$ cat src/rtl/mux_serializer.sv
// rtl/mux_serializer.sv - parallel-in serial-out stage driving one bit per transfer through a select mux

// Parameterized bit-select mux: y = data[sel]
module mux #(
  parameter int p_sel_width = 2
) (
  input  logic [2**p_sel_width-1:0] data,
  input  logic [p_sel_width-1:0]    sel,
  output logic                      y
);

  assign y = data[sel];

endmodule

module mux_serializer #(
  parameter int p_sel_width = 2,
  parameter int p_msb_first = 0
) (
  input  logic                      i_w_clk,
  input  logic                      i_w_reset,
  input  logic [2**p_sel_width-1:0] i_w_data,
  input  logic                      i_w_valid,
  output logic                      o_w_ready,
  output logic                      o_w_bit,
  output logic [p_sel_width-1:0]    o_w_sel,
  output logic                      o_w_bit_valid,
  input  logic                      i_w_bit_ready,
  output logic                      o_w_last,
  output logic                      o_w_busy
);

  localparam int c_w = 2**p_sel_width;

  // First and final bit index of a word, depending on shift direction
  localparam logic [p_sel_width-1:0] c_start = (p_msb_first != 0) ? {p_sel_width{1'b1}} : '0;
  localparam logic [p_sel_width-1:0] c_end   = (p_msb_first != 0) ? '0 : {p_sel_width{1'b1}};

  typedef enum logic {
    st_idle,
    st_shift
  } state_t;

  state_t                   state_q;
  logic [c_w-1:0]           word_q;
  logic [p_sel_width-1:0]   sel_q;
  logic [p_sel_width-1:0]   sel_step;
  logic                     last_q;
  logic                     valid_q;
  logic                     busy_q;
  logic                     accept;
  logic                     bit_xfer;

  // Next index in the shift direction; never wraps because c_end terminates the word
  assign sel_step = (p_msb_first != 0) ? (sel_q - 1'b1) : (sel_q + 1'b1);

  // Ready while idle, or in the last-bit cycle when the consumer takes that bit (no bubble)
  assign o_w_ready = !i_w_reset &&
                     ((state_q == st_idle) ||
                      ((state_q == st_shift) && last_q && i_w_bit_ready));

  assign accept   = i_w_valid && o_w_ready;
  assign bit_xfer = valid_q && i_w_bit_ready;

  // Serializer FSM: capture on accept, step sel on each bit transfer
  always_ff @(posedge i_w_clk or posedge i_w_reset) begin
    if (i_w_reset) begin
      state_q <= st_idle;
      word_q  <= '0;
      sel_q   <= c_start;
      last_q  <= 1'b0;
      valid_q <= 1'b0;
      busy_q  <= 1'b0;
    end else begin
      case (state_q)
        st_idle: begin
          if (accept) begin
            word_q  <= i_w_data;
            sel_q   <= c_start;
            last_q  <= 1'b0;
            valid_q <= 1'b1;
            busy_q  <= 1'b1;
            state_q <= st_shift;
          end
        end
        st_shift: begin
          if (bit_xfer) begin
            if (!last_q) begin
              sel_q  <= sel_step;
              last_q <= (sel_step == c_end);
            end else if (accept) begin
              word_q <= i_w_data;
              sel_q  <= c_start;
              last_q <= 1'b0;
            end else begin
              sel_q   <= c_start;
              last_q  <= 1'b0;
              valid_q <= 1'b0;
              busy_q  <= 1'b0;
              state_q <= st_idle;
            end
          end
        end
        default: begin
          state_q <= st_idle;
          sel_q   <= c_start;
          last_q  <= 1'b0;
          valid_q <= 1'b0;
          busy_q  <= 1'b0;
        end
      endcase
    end
  end

  mux #(.p_sel_width(p_sel_width)) u_mux (
    .data (word_q),
    .sel  (sel_q),
    .y    (o_w_bit)
  );

  assign o_w_sel       = sel_q;
  assign o_w_last      = last_q;
  assign o_w_bit_valid = valid_q;
  assign o_w_busy      = busy_q;

endmodule

$ cat config.mk
export PLATFORM = sky130hd
export DESIGN_NAME = mux_serializer
export DESIGN_NICKNAME = d
export VERILOG_FILES = /design/src/rtl/mux_serializer.sv
export SDC_FILE = /design/constraint.sdc
export NUM_CORES = 1
export LEC_CHECK = 0
export CORE_AREA = 3 3 40 42
export CTS_CLUSTER_SIZE = 12
export DETAILED_ROUTE_END_ITERATION = 7
export DIE_AREA = 0 0 43 45
export PLACE_DENSITY = 0.65
export SYNTH_ARGS = -nofsm -noshare
export SYNTH_HDL_FRONTEND = slang
export SYNTH_SLANG_ARGS = --single-unit
$ cat constraint.sdc
create_clock -name i_w_clk -period 2.1 [get_ports i_w_clk]
set_clock_uncertainty 0.2 [all_clocks]
set_input_delay 0.525 -clock i_w_clk [delete_from_list [all_inputs] [get_ports i_w_clk]]
set_output_delay 0.525 -clock i_w_clk [all_outputs]
set_load 0.02 [all_outputs]
==> implementation parameters, run 1 <==
Parameter                              Value

Global route
  Number of antenna violations at the first check in global routing    0
  Overall fraction of global-route tracks in use    0.122
  Largest net degree at the start of global routing    10
  Leftover overflow at the end of global routing    0
  Via count of the first global-routing pass    396
  Wire length of the first global-routing pass    1.66 mm

Yosys
  Total number of yosys warnings    0
  Post-Synthesis Cells    40
  Average cell area after synthesis    11.8 µm²
  Most area-hungry cell type in the Yosys netlist    dfrtp_1
  Count of different cell masters after synthesis    18
  Area share of the largest cell type after synthesis    0.477
  Largest cells by area after synthesis    dfrtp_1 (48%), mux2_2 (12%), mux4_2 (4.8%)
  Synthesis-stage register bit count    9
  Seq/Total Area, Yosys    0.477
  Syn Std Cell Area    472 µm²
  Post-synthesis net count    49

Drt
  Number of optimization iterations in the first detailed-route pass    3
  DRC marker count from the first detailed-route iteration    10
  Routed wire length    973 µm
  ANT nets after route    0
  DRC Markers    0
  Routed vias    386
  Vias per cell    4.95
  DR WL/cell    12.5 µm

Run
  Number of max-cap violations    0

Layout
  Antenna Cells    0
  Final non-filler cell total    78
  Proportion of layout cells with a drive suffix above 1    0.333
  Area Overhead vs Synth    48.0%
  Design Area, Final    698 µm²
  Layout Nets    73

STA
  Final setup violation count    0
  Worst-case headroom to the max-slew limit    0.766
  Transition time at the pin with the least slew margin    350 ps
  Post-layout minimum cycle time    2010 ps
  Setup repair after global routing missed its margin    false
  Fin. max-slew vios    0
  Max frequency    0.497 GHz
  Final cycle utilization of the critical path    0.958
  Final Hold Fails    0

Clock tree
  Buffer depth of the longest clock path    2
  Clock tree root buffer cell    clkbuf_4
  H-tree depth reported by CTS    1
  Clock transition at path regs    60 ps
  Clock latency of the later-clocked register in the worst-skew pair    260 ps
  CTS Buf Count    3
  Clock tree from TritonCTS    built
  Cts hold-fix bufs    0
  Num Clock Sinks    9

Floorplanning
  Die Width    43 µm
  Area inside the core boundary    1280 µm²
  Initial standard-cell utilization of the core    0.367
  Cell row count    13
  Boundary Pins    15
  Area of the die    1940 µm²
  Vert. Die Dim    45 µm

Outcome
  Outcome    finished clean

Worst setup path
  Startpoint types    flop
  Crit-path max FO    2
  Worst EP required    1370 ps
  Crit path arrival time    1290 ps
  Critical Path End Type    primary output
  Crit path kind    reg2out

Power
  P_leak    0.395 nW
  Pwr dens    821 nW/µm²
  Largest voltage drop on the vdd net    480 µV

Placed design
  Placement Cell Area    664 µm²
  HPWL reported at the end of detailed placement    785 µm
  Port Buf Inserts    14
  Placer Congestion    0.735
  Post-placement cell count    74

Min path
  Path class of the lowest-slack min-delay path    reg2reg
layout by cell type (no fill, tap or decap), drive strengths merged:
cell / n
a21oi: 4
a31oi: 1
a32o: 2
buf: 9
clkbuf: 4
clkdlybuf4s50: 6
dfrtp: 9
dlymetal6s2s: 6
ha: 1
inv: 3
mux2: 5
mux4: 1
nand2: 5
nand2b: 1
nand3: 1
nor2: 2
nor2b: 1
o21ai: 1
or3: 1
kinds of logic (layout without fill, tap and decap cells):
family / Yosys count / count (layout) / share of synthesized area
multiplexers: 6 / 6 / 0.167
AND/OR/NAND/NOR: 11 / 11 / 0.133
flip-flops: 9 / 9 / 0.477
AO/OA/AOI/OAI: 8 / 8 / 0.133
adder cells (fa/ha/maj): 1 / 1 / 0.0265
buffers and inverters: 5 / 28 / 0.0637
synthesized netlist by cell type, drive strengths merged:
cell / instances
mux2: 5
nand2b: 1
ha: 1
inv: 3
dfrtp: 9
mux4: 1
buf: 2
or3: 1
nand2: 5
nor2: 2
o21ai: 1
nor2b: 1
nand3: 1
a21oi: 4
a31oi: 1
a32o: 2
metal layers:
layer / vias to the layer above / wire, µm / GRT usage
met4: 0 / 18 / 0.0542
met3: 2 / 43 / 0.0637
li1: 187 / - / -
met1: 191 / 396 / 0.131
met2: 6 / 515 / 0.201
met5: - / 0 / 0
per-stage QoR:
stage / setup TNS, ps / utilization / setup slack [ps] / hold WS (ps) / power (mW)
5_1_grt: 0 / 0.543 / 18.9 / 337 / 0.623
3_3_place_gp: -498 / 0.517 / -440 / 290 / 0.454
6_report: 0 / 0.543 / 88.8 / 308 / 0.573
2_1_floorplan: 0 / - / 283 / 153 / 0.341
4_1_cts: 0 / 0.532 / 6.07 / 313 / 0.590
3_5_place_dp: -603 / 0.517 / -455 / 298 / 0.459
power breakdown:
part           switching (mW)  total (mW)  internal, mW
clock network          0.0606       0.134        0.0732
logic                   0.101       0.217         0.116
registers              0.0177       0.223         0.205
worst max-delay path, cell delays in order (launching register included):
cell     delay, ps
dfrtp_1        370
mux4_2         490
buf_2          170
registers in the layout, indices dropped and copies added (netlist names):
| signal | flops |
|---|---|
| o_w_busy | 1 |
| o_w_sel | 2 |
| o_w_last | 1 |
| state_q | 1 |
| word_q | 4 |
cell type report:
type | count | area (µm²)
inverters | 3 | 11.3
clock buffers | 4 | 26.3
well taps | 15 | 18.8
multi-input cells | 26 | 216
flip-flops and latches | 9 | 225
repair buffers | 21 | 200
fillers | 114 | 587
path summary, 6_finish.rpt:
kind / cells after the start / slack (ps) / startpoint / to
max: 2 / 90 / o_w_sel[1] / o_w_bit
max in group asynchronous: 3 / 960 / i_w_reset / word_q[1]
min: 1 / 310 / word_q[3] / word_q[3]
max reg2reg: 4 / 650 / o_w_last / word_q[1]
min reg2reg: 1 / 310 / word_q[3] / word_q[3]
min in group asynchronous: 3 / 480 / i_w_reset / o_w_sel[0]
repair_timing:
action | in CTS | in global routing
pin swaps | 0 | 0
gates cloned | 0 | 0
setup endpoints to repair | 2 | 6
resized for setup | 9 | 6
buffers inserted | 0 | 0
Power figures use the tool's default switching activity.
==> run 2: changes to the inputs <==
==> constraint.sdc (replaced) <==
create_clock -name i_w_clk -period 2.44 [get_ports i_w_clk]
set_clock_uncertainty 0.2 [all_clocks]
set_input_delay 0.61 -clock i_w_clk [delete_from_list [all_inputs] [get_ports i_w_clk]]
set_output_delay 0.61 -clock i_w_clk [all_outputs]
set_load 0.02 [all_outputs]
==> implementation parameters, run 2 (synthesis gave the netlist of run 1 again) <==
Parameter                              Value

Worst setup path
  Crit path arrival time    1500 ps (+210 ps)
  Critical R2R Capture    word_q[3]
  Crit path kind    reg2out
  Critical Path End Type    primary output
  Startpoint types    flop
  Crit-path max FO    4 (+2)
  R2R Path Start    o_w_last
  Worst EP required    1630 ps (+260 ps)
  Worst reg-to-reg path cell count    3 (-1)
  Register-to-register setup slack    960 ps (+310 ps)

Global route
  Number of antenna violations at the first check in global routing    0 (unchanged)
  Overall fraction of global-route tracks in use    0.111 (-0.0102)
  Largest net degree at the start of global routing    10 (unchanged)
  Wire length of the first global-routing pass    1.52 mm (-8.7%)
  Leftover overflow at the end of global routing    0 (unchanged)
  Via count of the first global-routing pass    376 (-5.1%)

STA
  Final cycle utilization of the critical path    0.945
  Final hold slack    308 ps (+0.366 ps)
  Max frequency    0.434 GHz
  Final worst-path setup slack    134 ps (+45.2 ps)
  Worst-case headroom to the max-slew limit    0.770 (+0.00377)
  Final setup violation count    0 (unchanged)
  Setup repair after global routing missed its margin    false
  Transition time at the pin with the least slew margin    345 ps (-5.66 ps)
  Final Hold Fails    0 (unchanged)
  Fin. max-slew vios    0 (unchanged)
  Post-layout minimum cycle time    2310 ps

Layout
  Proportion of layout cells with a drive suffix above 1    0.271 (-0.0621)
  Most flops, register    word_q
  Max FFs per register    4 (unchanged)
  Filler cell count in the final layout    114 (unchanged)
  Area Overhead vs Synth    38.7%
  Design Area, Final    654 µm² (-6.3%)
  Layout Nets    69 (-5.5%)
  Commonest cells after routing, fill and taps aside    clkdlybuf4s50_1 (12), dfrtp_1 (9), nand2_1 (5), mux2_2 (5)
  Leading cell type in the layout, fill and taps excluded    clkdlybuf4s50_1
  Antenna Cells    0 (unchanged)
  Final non-filler cell total    74 (-5.1%)

Placed design
  HPWL reported at the end of detailed placement    720 µm (-8.3%)
  Pre-CTS WS    -289 ps (+166 ps)
  Placer Congestion    0.681 (-7.4%)
  Port Buf Inserts    14 (unchanged)
  Post-placement cell count    70 (-5.4%)
  Placement Cell Area    634 µm² (-4.5%)

Clock tree
  Clock tree from TritonCTS    built
  H-tree depth reported by CTS    1 (unchanged)
  Clock transition at path regs    50 ps (about the same)
  CTS Buf Count    3 (unchanged)
  Clock latency of the later-clocked register in the worst-skew pair    250 ps (about the same)
  Cts hold-fix bufs    0 (unchanged)
  Num Clock Sinks    9 (unchanged)
  Clock tree root buffer cell    clkbuf_4
  Buffer depth of the longest clock path    2 (unchanged)

Min path
  Worst Hold End    word_q[3]
  Path class of the lowest-slack min-delay path    reg2reg
  Worst min-delay path startpoint    word_q[3]
  Min-Delay Path Depth    1 (unchanged)

Floorplanning
  Area of the die    1940 µm² (unchanged)
  Die Width    43 µm (unchanged)
  Boundary Pins    15 (unchanged)
  Area inside the core boundary    1280 µm² (unchanged)
  Vert. Die Dim    45 µm (unchanged)
  Cell row count    13 (unchanged)
  Initial standard-cell utilization of the core    0.367 (unchanged)

Power
  Pwr Total    469 µW (-18%)
  Pwr dens    716 nW/µm² (-13%)
  Largest voltage drop on the vdd net    475 µV (-0.94%)
  P_leak    0.287 nW (-27%)

Outcome
  Outcome    finished clean

Drt
  Number of optimization iterations in the first detailed-route pass    2 (-1)
  Vias per cell    4.84 (-2.2%)
  DRC marker count from the first detailed-route iteration    3 (-7)
  Routed vias    358 (-7.3%)
  ANT nets after route    0 (unchanged)
  Routed wire length    893 µm (-8.2%)
  DRC Markers    0 (unchanged)
  DR WL/cell    12.1 µm (-3.3%)

Run
  Number of max-cap violations    0 (unchanged)
run 2: changes by cell type in the layout (fill, tap and decap cells not counted), sizes merged:
| cell | delta |
|---|---|
| clkbuf | +1 |
| dlymetal6s2s | -6 |
| dlygate4sd2 | +1 |
| clkdlybuf4s50 | +6 |
| buf | -6 |
run 2: stage by stage:
stage               utilization  TNS, ps
floorplan                     -        0
global placement          0.494     -277
detailed placement        0.494     -289
CTS                       0.513        0
global route              0.509        0
finish                    0.509        0
run 2: worst max-delay path, cell delays in order, from the launching register on:
cell and delay, ps:
dfrtp_1 410, mux4_2 500, dlygate4sd2_1 330
run 2: layer usage:
layer  share of wire  track usage
met1            0.44        0.126
met2            0.49        0.174
met4           0.018       0.0542
met5               0            0
met3           0.044       0.0598
run 2: final cells by class:
type	instances	area, µm²	share of cell area
well taps	15	18.8	0.0287
multi-input cells	26	216	0.331
inverters	3	11.3	0.0172
repair buffers	17	156	0.239
clock buffers	4	26.3	0.0402
flip-flops and latches	9	225	0.344
run 2: how the worst max path moves through the flow:
stage                              from         to  slack [ps]  depth (start not counted)
final                        o_w_sel[1]    o_w_bit         130                          2
after detailed placement  i_w_bit_ready  o_w_ready        -290                          4
after global placement    i_w_bit_ready  o_w_ready        -280                          4
after floorplan              o_w_sel[1]    o_w_bit         540                          1
after CTS                 i_w_bit_ready  o_w_ready           9                          4
after global routing         o_w_sel[1]    o_w_bit          50                          2
run 2: repair_timing:
action,4_1_cts,5_1_grt
gates resized for setup,3,1
endpoints found under the setup margin,2,1
buffers inserted,0,0
run 2: report_power, final:
group | leakage, nW | internal, mW | switching (mW) | total, mW
sequential | 0.111 | 0.177 | 0.0290 | 0.206
clock | 0.0150 | 0.0626 | 0.0458 | 0.108
combinational | 0.161 | 0.0864 | 0.0683 | 0.155
